===== src/rtl/counter_sequencer.sv =====
// Programmable up/down pass counter with repeat control, pause, abort and
// registered state, wrap and done indications.
module counter_sequencer #(
    parameter int WIDTH = 4
) (
    input  logic             clk,
    input  logic             reset,
    input  logic             start,
    input  logic             stop,
    input  logic             pause,
    input  logic             dir,
    input  logic [WIDTH-1:0] limit,
    input  logic [WIDTH-1:0] repeat_n,
    output logic [WIDTH-1:0] count,
    output logic [1:0]       state,
    output logic             busy,
    output logic             wrap,
    output logic             done,
    output logic [WIDTH-1:0] pass_cnt
);

    typedef enum logic [1:0] {
        ST_IDLE  = 2'b00,
        ST_RUN   = 2'b01,
        ST_PAUSE = 2'b10,
        ST_DONE  = 2'b11
    } state_e;

    state_e           state_q, state_d;
    logic [WIDTH-1:0] count_q, count_d;
    logic [WIDTH-1:0] pass_q, pass_d;
    logic [WIDTH-1:0] limit_q, limit_d;
    logic [WIDTH-1:0] rep_q, rep_d;
    logic             dir_q, dir_d;
    logic             wrap_q, wrap_d;
    logic             done_q, done_d;
    logic             busy_q, busy_d;

    logic             terminal_s;
    logic             final_s;
    logic [WIDTH-1:0] pass_inc_s;

    // First value of a pass: bottom of the range counting up, top counting down.
    function automatic logic [WIDTH-1:0] start_val(input logic d, input logic [WIDTH-1:0] lim);
        logic [WIDTH-1:0] v;
        if (d) begin
            v = lim;
        end else begin
            v = {WIDTH{1'b0}};
        end
        return v;
    endfunction

    // Last value of a pass, opposite end of the range from start_val.
    function automatic logic [WIDTH-1:0] term_val(input logic d, input logic [WIDTH-1:0] lim);
        logic [WIDTH-1:0] v;
        if (d) begin
            v = {WIDTH{1'b0}};
        end else begin
            v = lim;
        end
        return v;
    endfunction

    // Pass bookkeeping shared by the next-state logic.
    always_comb begin
        terminal_s = (count_q == term_val(dir_q, limit_q));
        pass_inc_s = pass_q + WIDTH'(1);
        final_s    = (rep_q != {WIDTH{1'b0}}) && (pass_inc_s == rep_q);
    end

    // Next-state and next-output logic; stop overrides everything else.
    always_comb begin
        state_d = state_q;
        count_d = count_q;
        pass_d  = pass_q;
        limit_d = limit_q;
        rep_d   = rep_q;
        dir_d   = dir_q;
        wrap_d  = 1'b0;
        done_d  = 1'b0;

        if (stop) begin
            state_d = ST_IDLE;
            count_d = {WIDTH{1'b0}};
            pass_d  = {WIDTH{1'b0}};
        end else begin
            case (state_q)
                ST_IDLE, ST_DONE: begin
                    if (start) begin
                        limit_d = limit;
                        dir_d   = dir;
                        rep_d   = repeat_n;
                        count_d = start_val(dir, limit);
                        pass_d  = {WIDTH{1'b0}};
                        state_d = ST_RUN;
                    end else if (state_q == ST_IDLE) begin
                        count_d = {WIDTH{1'b0}};
                    end else begin
                        count_d = count_q;
                    end
                end
                ST_RUN: begin
                    if (pause) begin
                        state_d = ST_PAUSE;
                    end else if (terminal_s) begin
                        pass_d = pass_inc_s;
                        wrap_d = 1'b1;
                        if (final_s) begin
                            state_d = ST_DONE;
                            done_d  = 1'b1;
                        end else begin
                            count_d = start_val(dir_q, limit_q);
                        end
                    end else if (dir_q) begin
                        count_d = count_q - WIDTH'(1);
                    end else begin
                        count_d = count_q + WIDTH'(1);
                    end
                end
                ST_PAUSE: begin
                    if (pause) begin
                        state_d = ST_PAUSE;
                    end else begin
                        state_d = ST_RUN;
                    end
                end
                default: begin
                    state_d = ST_IDLE;
                    count_d = {WIDTH{1'b0}};
                    pass_d  = {WIDTH{1'b0}};
                end
            endcase
        end

        busy_d = (state_d == ST_RUN) || (state_d == ST_PAUSE);
    end

    // State, counters, latched configuration and output flags.
    always_ff @(posedge clk or negedge reset) begin
        if (!reset) begin
            state_q <= ST_IDLE;
            count_q <= {WIDTH{1'b0}};
            pass_q  <= {WIDTH{1'b0}};
            limit_q <= {WIDTH{1'b0}};
            rep_q   <= {WIDTH{1'b0}};
            dir_q   <= 1'b0;
            wrap_q  <= 1'b0;
            done_q  <= 1'b0;
            busy_q  <= 1'b0;
        end else begin
            state_q <= state_d;
            count_q <= count_d;
            pass_q  <= pass_d;
            limit_q <= limit_d;
            rep_q   <= rep_d;
            dir_q   <= dir_d;
            wrap_q  <= wrap_d;
            done_q  <= done_d;
            busy_q  <= busy_d;
        end
    end

    assign count    = count_q;
    assign state    = state_q;
    assign busy     = busy_q;
    assign wrap     = wrap_q;
    assign done     = done_q;
    assign pass_cnt = pass_q;

endmodule


===== config.mk =====
export PLATFORM = sky130hd
export DESIGN_NAME = counter_sequencer
export DESIGN_NICKNAME = d
export VERILOG_FILES = /design/src/rtl/counter_sequencer.sv
export SDC_FILE = /design/constraint.sdc
export NUM_CORES = 1
export LEC_CHECK = 0
export BUFFER_PORTS_ARGS = -buffer_cell sky130_fd_sc_hd__buf_2
export CAP_MARGIN = 20
export CELL_PAD_IN_SITES_DETAIL_PLACEMENT = 1
export CELL_PAD_IN_SITES_GLOBAL_PLACEMENT = 2
export CORE_UTILIZATION = 32
export CTS_BUF_LIST = sky130_fd_sc_hd__clkbuf_8
export CTS_CLUSTER_DIAMETER = 100
export DETAILED_ROUTE_END_ITERATION = 8
export MAX_ROUTING_LAYER = met4
export PLACE_DENSITY = 0.88
export REMOVE_ABC_BUFFERS = 1
export SKIP_LAST_GASP = 1
export SYNTH_ARGS = -nofsm -noshare
export SYNTH_HDL_FRONTEND = slang
export SYNTH_SLANG_ARGS = --single-unit

===== constraint.sdc =====
create_clock -name clk -period 2.1 [get_ports clk]
set_input_delay 0.21 -clock clk [delete_from_list [all_inputs] [get_ports clk]]
set_output_delay 0.21 -clock clk [all_outputs]
set_load 0.02 [all_outputs]

==> results.yml <==
critical_path:
  start_kind: "flop"
  crit_arrival_ns: 2.26
  reg2reg_slack_ns: -0.006
  slowest_stage: "or4_4"
  path_buf_inv: 0
  crit_path_max_fanout: 5
  path_delay_family: "compound AO/OA/AOI/OAI gates"
  worstPathRequired_ns: 2.25
  path_cells: "or4_4 > a32o_2 > a211oi_4 > a21oi_2 > mux2_1"
  end_kind: "flop"
  cp_slowest_stage_delay_ns: 0.56
  path_class: "flop to flop"
sta:
  finalMaxSlewViolations: 0
  fin_skew_ns: 0.001959
  max_freq_mhz: 474.8
  relSlewSlack_pct: 63.05
  rsz0062_at_grt: "yes"
  setup_viol: 1
  tightest_slew_ns: 0.5531
  finalCritPeriodShare_pct: 100.3
  final_hold_viol_count: 0
  fin_tns_setup_ns: -0.006352
  post-route-min-period_ns: 2.106
  worst_slack_ns: -0.006352
floorplan:
  initial_utilization_pct: 33.56
  rows: 24
  fp.dieH_um: 69.81
  boundaryPins: 27
  fp.dieW_um: 69.81
  fp.dieArea_um2: 4873
  core_area_um2: 4384
clocking:
  numCtsBuffers: 3
  cts_num_sinks: 22
  cts_tree: "done"
  clk_path_buf_depth: 2
  root_buffer: "clkbuf_8"
  htreeDepth: 1
  clkTransAtPathRegs_ns: 0.08
  clkLatencyLatePin_ns: 0.27
placement:
  port-buffer-count: 26
  place_ws_ns: -0.09339
  gp_congestion: 0.8624
  hpwl_um: 3163
  dpl-instance-area_um2: 1748
grt:
  overflow: 0
  grt_pass1_vias: 1411
  grt_pass1_wl_um: 6969
  grtUsageTotal_pct: 18.77
  antenna_found_initial: 0
  grt_max_degree: 23
synth:
  synth_edf_count: 0
  syn_inst: 154
  syn_area_per_cell_um2: 9.555
  synth_common_cells: "dfrtp_1, nand2_1, a21oi_1, inv_1, mux2_2"
  synth-seq-cells: 22
  ys_types: 43
  yosysWarnings: 0
  yosys.cell_count.top_type: "dfrtp_1"
  async_flop_share_pct: 100.0
  synth_top_area_share_pct: 37.41
  netlist_area_um2: 1471
  yosys-top-cells-area: "dfrtp_1, mux2_2, ha_1, a21oi_1, nand2_1"
  synthFlopType: "dfrtp_1"
  seq_area_frac_synth_pct: 37.41
  synth_area_leader_cell: "dfrtp_1"
route:
  vias: 1305
  drt_wl_total_um: 4069
  drt_iter0_drc: 55
  wl_per_cell_um: 16.41
  firstDrtPassIters: 4
  routed_via_density: 5.262
  drc: 0
  ant_nets: 0
cells_and_area:
  layout.nets: 218
  design_area_um2: 1862
  drive_above_1_share_pct: 38.27
  antenna_cells: 0
  area_growth_pct: 26.53
  fillers: 518
power_and_ir_drop:
  p_per_area_nw_per_um2: 762.8
  p_total_mw: 1.420
  power.leakage_nw: 0.8906
  peakVddDrop_v: 0.0003772
outcome:
  status: "complete, but fails checks"
  violations: "setup timing"
worst_hold_path:
  hold_class: "primary input to flop"
flow_run:
  cap_violations: 0
-- layer usage --
| metal | global-route usage (%) | part of all wire (%) | up-vias |
|---|---|---|---|
| met3 | 2.326 | 2.6 | 7 |
| met2 | 30.88 | 50 | 28 |
| met5 | - | 0 | - |
| met1 | 23.46 | 45 | 640 |
| met4 | 7.333 | 2.1 | 0 |
| li1 | - | - | 630 |
-- layout make-up --
class | count | area [um^2] | share of cell area, %
clock buffers | 4 | 55.05 | 2.957
well taps | 52 | 65.06 | 3.495
inverters | 12 | 45.04 | 2.419
multi-input cells | 117 | 895.9 | 48.12
flip-flops and latches | 22 | 551.8 | 29.64
repair buffers | 41 | 249.0 | 13.37
-- where the power goes --
group / switching, mW / internal, mW / total [mW]
Sequential: 0.0579 / 0.481 / 0.539
Clock: 0.146 / 0.168 / 0.314
Combinational: 0.302 / 0.266 / 0.567
Total: 0.506 / 0.914 / 1.42
-- cells by family (layout without fill, tap and decap cells) --
logic type | count (synthesis) | count (layout) | synth area share (%)
compound gates | 35 | 36 | 16.41
xor+xnor | 9 | 9 | 5.357
fa+ha+maj | 7 | 7 | 6.463
buf+inv | 16 | 57 | 4.676
flops | 22 | 22 | 37.42
mux | 17 | 17 | 12.84
simple gates | 48 | 48 | 16.84
-- worst paths after layout --
kind                             startpoint  depth (start not counted)          end
worst max-delay path                  dir_q                          5     count[0]
worst max register to register        dir_q                          5     count[0]
worst min-delay path            repeat_n[2]                          2     rep_q[2]
min in group asynchronous             reset                          2  pass_cnt[2]
worst min register to register  pass_cnt[0]                          1  pass_cnt[0]
max in group asynchronous             reset                          2  pass_cnt[0]
-- sequential cells by signal, summed over array words and instances, names as in the netlist --
name      cells
count         4
limit_q       4
pass_cnt      4
rep_q         4
state         2
busy          1
dir_q         1
done          1
wrap          1
-- layout by cell type, fill, tap and decap left out, types with 6 or more instances in the layout --
master,n
inv_1,12
a21oi_1,10
dfrtp_1,21
buf_2,26
ha_1,6
buf_4,13
o21ai_0,6
mux2_2,12
nor2_1,11
nand2_1,14
-- metrics by stage --
stage               hold WS [ns]  utilization, %  cells
finish                    0.1712           42.47    248
global route              0.1582           42.47    248
CTS                       0.1695           41.95    248
detailed placement        0.2201           39.87    242
global placement          0.2016           39.87    242
floorplan               -0.08559               -    150
-- repair_timing --
action                                 CTS  global route
resized for setup                        4             6
cloned                                   1             0
buffers inserted                         0             0
hold buffers                             1             0
endpoints found under the hold margin   22             0
setup endpoints to repair                8             8
pin swaps                                1             3
(Power assumes the default switching activity.)
